===== src/rtl/e3_serial_add_ctrl.sv =====
// Digit-serial excess-3 BCD adder: one XS-3 digit per clock, LSD first, valid/ready in and out.
// Define E3_DIGIT_CHECK_EN to build the invalid-input-digit checker that drives err.
module e3_serial_add_ctrl #(
  parameter int DIGITS = 3
) (
  input  logic                  clk,
  input  logic                  rst,
  input  logic                  in_valid,
  output logic                  in_ready,
  input  logic [4*DIGITS-1:0]   in_a,
  input  logic [4*DIGITS-1:0]   in_b,
  output logic                  out_valid,
  input  logic                  out_ready,
  output logic [4*DIGITS+3:0]   out_sum,
  output logic                  busy,
  output logic                  err
);

  localparam int IW = $clog2(DIGITS + 1);
  localparam logic [IW-1:0] LAST_IDX = IW'(DIGITS - 1);

  typedef enum logic [1:0] {
    IDLE = 2'd0,
    RUN  = 2'd1,
    DONE = 2'd2
  } state_t;

  state_t state, state_nxt;

  logic [4*DIGITS-1:0] a_sh;
  logic [4*DIGITS-1:0] b_sh;
  logic                carry;
  logic [IW-1:0]       idx;
  logic [4:0]          s5;
  logic [3:0]          digit;
  logic                last_digit;
  logic                accept;

  // The XS-3 bias is removed on a no-carry digit and re-applied when a decimal carry leaves it.
  assign s5         = {1'b0, a_sh[3:0]} + {1'b0, b_sh[3:0]} + {4'b0000, carry};
  assign digit      = s5[4] ? (s5[3:0] + 4'd3) : (s5[3:0] - 4'd3);
  assign last_digit = (idx == LAST_IDX);

  always_ff @(posedge clk) begin
    if (rst) state <= IDLE;
    else     state <= state_nxt;
  end

  always_comb begin
    state_nxt = state;
    in_ready  = 1'b0;
    out_valid = 1'b0;
    busy      = 1'b0;
    accept    = 1'b0;
    case (state)
      IDLE: begin
        in_ready = 1'b1;
        if (in_valid) begin
          accept    = 1'b1;
          state_nxt = RUN;
        end
      end
      RUN: begin
        busy = 1'b1;
        if (last_digit) state_nxt = DONE;
      end
      DONE: begin
        busy      = 1'b1;
        out_valid = 1'b1;
        if (out_ready) state_nxt = IDLE;
      end
      default: state_nxt = IDLE;
    endcase
  end

  // The carry digit is written on the last RUN edge so out_sum is complete the moment DONE starts.
  always_ff @(posedge clk) begin
    if (rst) begin
      a_sh    <= '0;
      b_sh    <= '0;
      carry   <= 1'b0;
      idx     <= '0;
      out_sum <= '0;
    end else begin
      case (state)
        IDLE: begin
          if (accept) begin
            a_sh  <= in_a;
            b_sh  <= in_b;
            carry <= 1'b0;
            idx   <= '0;
          end
        end
        RUN: begin
          out_sum[{idx, 2'b00} +: 4] <= digit;
          carry <= s5[4];
          a_sh  <= a_sh >> 4;
          b_sh  <= b_sh >> 4;
          idx   <= idx + 1'b1;
          if (last_digit) out_sum[4*DIGITS +: 4] <= s5[4] ? 4'b0100 : 4'b0011;
        end
        default: begin
        end
      endcase
    end
  end

`ifdef E3_DIGIT_CHECK_EN
  logic err_q;
  logic bad_digit;

  always_comb begin
    bad_digit = 1'b0;
    for (int i = 0; i < DIGITS; i++) begin
      if ((in_a[4*i +: 4] < 4'd3) || (in_a[4*i +: 4] > 4'd12) ||
          (in_b[4*i +: 4] < 4'd3) || (in_b[4*i +: 4] > 4'd12))
        bad_digit = 1'b1;
    end
  end

  always_ff @(posedge clk) begin
    if (rst)                         err_q <= 1'b0;
    else if (accept)                 err_q <= bad_digit;
    else if (out_valid && out_ready) err_q <= 1'b0;
  end

  assign err = err_q;
`else
  assign err = 1'b0;
`endif

endmodule

===== config.mk =====
export PLATFORM = sky130hd
export DESIGN_NAME = e3_serial_add_ctrl
export DESIGN_NICKNAME = d
export VERILOG_FILES = /design/src/rtl/e3_serial_add_ctrl.sv
export SDC_FILE = /design/constraint.sdc
export NUM_CORES = 1
export LEC_CHECK = 0
export CORE_UTILIZATION = 45
export DETAILED_ROUTE_END_ITERATION = 10
export PLACE_DENSITY = 0.74
export SYNTH_ARGS = -nofsm -noshare
export SYNTH_HDL_FRONTEND = slang
export SYNTH_SLANG_ARGS = --single-unit

===== constraint.sdc =====
create_clock -name clk -period 2.95 [get_ports clk]
set_clock_uncertainty 0.2 [all_clocks]
set_input_delay 0.59 -clock clk [delete_from_list [all_inputs] [get_ports clk]]
set_output_delay 0.59 -clock clk [all_outputs]
set_load 0.05 [all_outputs]

# [Word-level counts from Yosys, hierarchy flattened]
# Cells that the tools add are included.
[word_totals] output_inout_bits=20 wordCells=47 in_bits=28 regBits=45
[classes] n_eq_ne=7 n_reduce_logical=5 muxes=21 add_sub_neg=6 n_shift=2
[ops] operator="one-hot mux 12 bit (2 select lines)" count=2
[ops] operator="two-way mux 12 bit" count=2
[ops] operator="bitwise mux 16 bit" count=1
[ops] operator="variable shift 4 x 6 -> 16 bit (first input constant)" count=1
[ops] operator="indexed part select 4 x 6 -> 16 bit" count=1
[ops] operator="two-way mux 2 bit" count=4
[ops] operator="two-way mux 4 bit" count=2
[ops] operator="inequality test 2 bit (second input constant)" count=4
[ops] operator="two-way mux 1 bit" count=6
[ops] operator="negation 4 -> 6 bit" count=1
[ops] operator="one-hot mux 2 bit (3 select lines)" count=1
[ops] operator="adder 4 x 4 -> 5 bit" count=1
[ops] operator="adder 5 x 1 -> 5 bit" count=1
[ops] operator="adder 4 x 2 -> 4 bit (second input constant)" count=1
[ops] operator="equality test 2 bit (second input constant)" count=2
[ops] operator="one-hot mux 2 bit (2 select lines)" count=1
[ops] operator="subtractor 4 x 2 -> 4 bit (second input constant)" count=1
[ops] operator="two-way mux 3 bit" count=1
[ops] operator="AND reduction 3 bit" count=1
[ops] operator="adder 2 x 1 -> 2 bit (second input constant)" count=1
[ops] operator="equality test 2 x 1 -> 1 bit (second input constant)" count=1
[ops] operator="logical NOT 2 bit" count=1
[ops] operator="one-hot mux 1 bit (2 select lines)" count=1
[ops] operator="AND reduction 2 bit" count=1
[ops] operator="2 further kinds" count=2

# [Logic depth before layout (Yosys ltp)]
[logic_depth] word_depth=7 ltp_mapped=12 mapped_depth_nobuf=12

# [Worst setup path before layout]
# Ideal clock, no wire load.
[synth_timing] path_type="reg-to-reg" start="register a_sh[0]" end="register out_sum[11]" n_path_buf=0 arrival_ns=2.491 path_slack_ns=0.172 required_time_ns=2.663 setup_time_ns=0.087 stages_incl_launch_ff=13 synth_period_minus_slack_ns=2.778 path_cell_list="dfxtp_1 -> fa_1 -> inv_1 -> fa_1 -> inv_1 -> a21o_1 -> a21o_1 -> ha_1 -> a21o_1 -> a21oi_2 -> xor2_1 -> xnor2_1 -> o31ai_1"
[synth_between] elab_chain_len=6 elab_cells_between_ends=7 cone_classes="add/sub: 4; shift: 1; mux: 2"
[synth_lines] element="start, declared" line_no="30" rtl="logic [4*DIGITS-1:0] a_sh;"
[synth_lines] element="start signal, assigned" line_no="88" rtl="a_sh <= in_a;"
[synth_lines] element="start signal, assigned" line_no="97" rtl="a_sh <= a_sh >> 4;"
[synth_lines] element="adder 4 x 4 -> 5 bit *" line_no="40" rtl="assign s5 = {1'b0, a_sh[3:0]} + {1'b0, b_sh[3:0]} + {4'b0000, carry};"
[synth_lines] element="adder 5 x 1 -> 5 bit *" line_no="40"
[synth_lines] element="subtractor 4 x 2 -> 4 bit or adder 4 x 2 -> 4 bit (tied branches)" line_no="41" rtl="assign digit = s5[4] ? (s5[3:0] + 4'd3) : (s5[3:0] - 4'd3);"
[synth_lines] element="two-way mux 4 bit *" line_no="41"
[synth_lines] element="indexed part select 4 x 6 -> 16 bit *" line_no="95" rtl="out_sum[{idx, 2'b00} +: 4] <= digit;"
[synth_lines] element="bitwise mux 16 bit *" line_no="95"
[synth_lines] element="end signal, assigned by index" line_no="95"
[synth_lines] element="end signal, assigned by index" line_no="100" rtl="if (last_digit) out_sum[4*DIGITS +: 4] <= s5[4] ? 4'b0100 : 4'b0011;"
[synth_lines] element="end, declared" line_no="14" rtl="output logic [4*DIGITS+3:0] out_sum,"
# Mark *: on every way between the ends. The rest lies on a longest branch, timed or not.
# A chain may end at the register's enable or synchronous reset.

# [Worst setup path after layout]
[layout_timing] start="register carry" end="register out_sum[11]"
[layout_between] elab_chain_len=5 elab_cells_between_ends=6 cone_classes="add/sub: 3; shift: 1; mux: 2"
[layout_lines] element="start, declared" line_no="32" rtl="logic carry;"
[layout_lines] element="start signal, assigned" line_no="96" rtl="carry <= s5[4];"
[layout_lines] element="adder 5 x 1 -> 5 bit *" line_no="40"
[layout_lines] element="subtractor 4 x 2 -> 4 bit or adder 4 x 2 -> 4 bit (tied branches)" line_no="41"
[layout_lines] element="two-way mux 4 bit *" line_no="41"
[layout_lines] element="indexed part select 4 x 6 -> 16 bit *" line_no="95"
[layout_lines] element="bitwise mux 16 bit *" line_no="95"
# Marks and branches as above.

==> flow_summary_export.csv <==
group,metric,value,unit
outcome,run_status,"complete, but fails checks",
outcome,violations,"setup timing",
layout,final_cell_mix,"46 x clkdlybuf4s50_1, 44 x nor2_1, 43 x dfxtp_1",
setup_path,critical-path-top-delay-family,"compound AO/OA/AOI/OAI gates",
pwr,ir_worst_vdd,0.443,mV
global_routing,antenna_found_initial,0,
setup_path,cp_data_arrival_time,2960,ps
logic_synthesis,ys_seq_area_share,38.4,%
global_routing,globalRouteTotalUtil,20.0,%
logic_synthesis,syn_area,2350,um2
clock_tree,cts_tree,"done",
floorplan,core,4880,um2
drt,topRoutingLayerUsed,"met4",
logic_synthesis,netlist.area_leader.share,38.4,%
logic_synthesis,yosys-top-cells-area,"dfxtp_1 38%, ha_1 7.5%, mux2i_1 7.2%, nor2_1 7.0%, a211oi_1 5.8%",
clock_tree,cts_hold_buf,0,
drt,drc_errors,0,
setup_path,cp-start-kind,"flop",
setup_path,crit_type,"flop to flop",
logic_synthesis,ys_ff_latch,45,
run,max_cap_viol_count,0,
setup_path,cp_cell_sequence,"fa_2 > inv_2 > fa_2 > inv_2 > a21o_1 > a21o_1 > ha_1 > a21o_1 > a21oi_2 > xor2_2 > xnor2_2 > o31ai_2",
pwr,power_density,648,nW/um2
setup_path,cp_common_cell,"a21o_1",
sta,fin_ws,-0.877,ps
clock_tree,cts.sinks,45,
setup_path,critPathSlowestCell,"fa_2",
sta,timing.slew.headroom,45.7,%
global_routing,grt_pass1_wl,8450,um
drt,num_vias,2009,
pwr,leakagePower,1.22,nW
floorplan,initial_core_util,48.1,%
layout,final_common_cell,"clkdlybuf4s50_1",
drt,wl_met1,2600,um
drt,first_iter_violations,84,
logic_synthesis,synth_cells,270,
global_routing,grt_pass1_vias,1840,
global_routing,grt_start_max_net_pins,34,
placed_design,place_area,2880,um2
sta,hold_viol_final,0,
sta,period_needed,2950,ps
sta,fmax,339,MHz
clock_tree,clk_pin_slew,90,ps
placed_design,portBuffers,46,
clock_tree,cts_made_buffers,5,
floorplan,fp.dieW,74.2,um
layout,antenna_cells,0,
drt,drt_pre_antenna_iters,6,
logic_synthesis,synth_area_leader_cell,"dfxtp_1",
drt,wl_per_cell,13.5,um
sta,final_max_slew_viol_count,0,
floorplan,fp.dieH,74.2,um
floorplan,ios,48,
logic_synthesis,ys.warnings.count,0,
drt,wl_met2,2410,um
floorplan,row_count,25,
floorplan,die_area,5510,um2
setup_path,critPathMaxStageDelay,400,ps
setup_path,critPathBufInv,2,
layout,drive_gt1_share,11.5,%
worst_hold_path,hp-class,"flop to flop",
setup_path,cp-end-kind,"flop",
sta,min_period_over_period,100,%
placed_design,place_hpwl,3840,um
clock_tree,clk_latency,300,ps
sta,setup_viol,1,
layout,fin_nets,366,
drt,via_per_inst,5.16,
sta,rsz0062_at_grt,"true",
global_routing,grt_overflow,0,
setup_path,cp.required,2960,ps
clock_tree,clock_path_buffers,2,
drt,wl_met3,156,um
clock_tree,htreeDepth,2,
drt,wirelength,5230,um
layout,fin_util,62.7,%
setup_path,worstPathMaxFanout,4,
sta,tightest_slew,812,ps
placed_design,gp_congestion,0.770,
drt,ant_nets,0,
logic_synthesis,syn_area_per_cell,8.70,um2
logic_synthesis,synth_nets,315,
logic_synthesis,ys_types,35,
layout,syn_to_final_growth,30.4,%
layout,fin_area,3060,um2
sta,tns,-0.877,ps
clock_tree,cts_root_buf,"clkbuf_8",
[cell usage after synthesis]
library cell / n
buf_4: 3
o2bb2ai_1: 1
nor2b_1: 5
and4bb_2: 1
xnor2_1: 3
dfxtp_1: 45
o31ai_1: 4
a221oi_1: 2
a32oi_1: 1
mux2i_1: 17
or4b_1: 1
buf_2: 4
nor3_1: 3
a21o_1: 4
o22ai_1: 1
o21ai_4: 1
nand3b_1: 4
inv_1: 23
fa_1: 3
a211oi_1: 18
nand2_1: 16
xor2_1: 1
a21oi_2: 2
clkbuf_1: 8
conb_1: 1
o21ai_0: 12
nand2b_1: 3
a22oi_1: 14
a21oi_1: 7
or4b_4: 1
nand4_1: 1
inv_2: 1
ha_1: 14
nor2_1: 44
o21a_1: 1
[per-layer routing]
metal,vias to the layer above,GRT usage (%)
met4,0,6.29
met2,38,32.2
met5,-,0
li1,1031,-
met1,933,27.2
met3,7,3.79
[area by class of cell]
type | instances | area (um2)
well taps | 67 | 83.8
fillers | 427 | 1820
clock inverters | 2 | 38.8
flip-flops and latches | 45 | 906
clock buffers | 6 | 72.6
repair buffers | 59 | 558
multi-input cells | 186 | 1310
inverters | 24 | 90.1
[stage by stage]
| step | cells | worst slack, ps | total power, mW | hold WS (ps) |
|---|---|---|---|---|
| floorplan | 270 | 172 | 1.26 | 258 |
| global placement | 376 | 27.7 | 1.45 | 271 |
| detailed placement | 376 | -89.9 | 1.47 | 285 |
| CTS | 386 | 24.1 | 1.96 | 285 |
| global route | 389 | -126 | 2.09 | 315 |
| finish | 389 | -0.877 | 1.98 | 296 |
[worst reg2reg max path: cells and delay by family, from the launching register on]
kind                     cells  cell delay, ps
flip-flops                   1             360
adder cells (fa/ha/maj)      3             900
AO/OA/AOI/OAI                5             960
XOR/XNOR                     2             350
buffers and inverters        2             100
[power by group]
| part | internal, mW | switching, mW | leakage [nW] |
|---|---|---|---|
| clock network | 0.254 | 0.207 | 0.0554 |
| logic | 0.336 | 0.461 | 0.794 |
| registers | 0.679 | 0.0468 | 0.369 |
[worst paths after layout]
path	endpoint	start	slack (ps)	cells past startpoint
hold / removal	out_sum[12]$_SDFFE_PP0P_	out_sum[12]$_SDFFE_PP0P_	300	2
setup / recovery	out_sum[11]$_SDFFE_PP0P_	carry$_SDFFE_PP0P_	-0.9	12
hold reg to reg	out_sum[12]$_SDFFE_PP0P_	out_sum[12]$_SDFFE_PP0P_	300	2
setup reg to reg	out_sum[11]$_SDFFE_PP0P_	carry$_SDFFE_PP0P_	-0.9	12
[cells by family after synthesis]
kind of cell,Yosys count,synth area share [%]
AND/OR/NAND/NOR,79,15.5
AO/OA/AOI/OAI,68,20.4
flip-flops,45,38.4
buffers and inverters,39,6.93
adder cells (fa/ha/maj),17,10.0
multiplexers,17,7.25
XOR/XNOR,4,1.49
other,1,0.160
[flip-flops by register name, indices dropped and copies added, names as in the netlist]
register  count
b_sh         12
idx           2
out_sum      16
carry         1
state         2
a_sh         12
[what timing repair did]
item                       4_1_cts  5_1_grt
pin swaps                        4        9
resized for setup                5        7
setup buffers                    2        3
setup endpoints to repair        5        6
gates cloned                     0        0
Note: power is estimated with default switching activity, not from simulation.
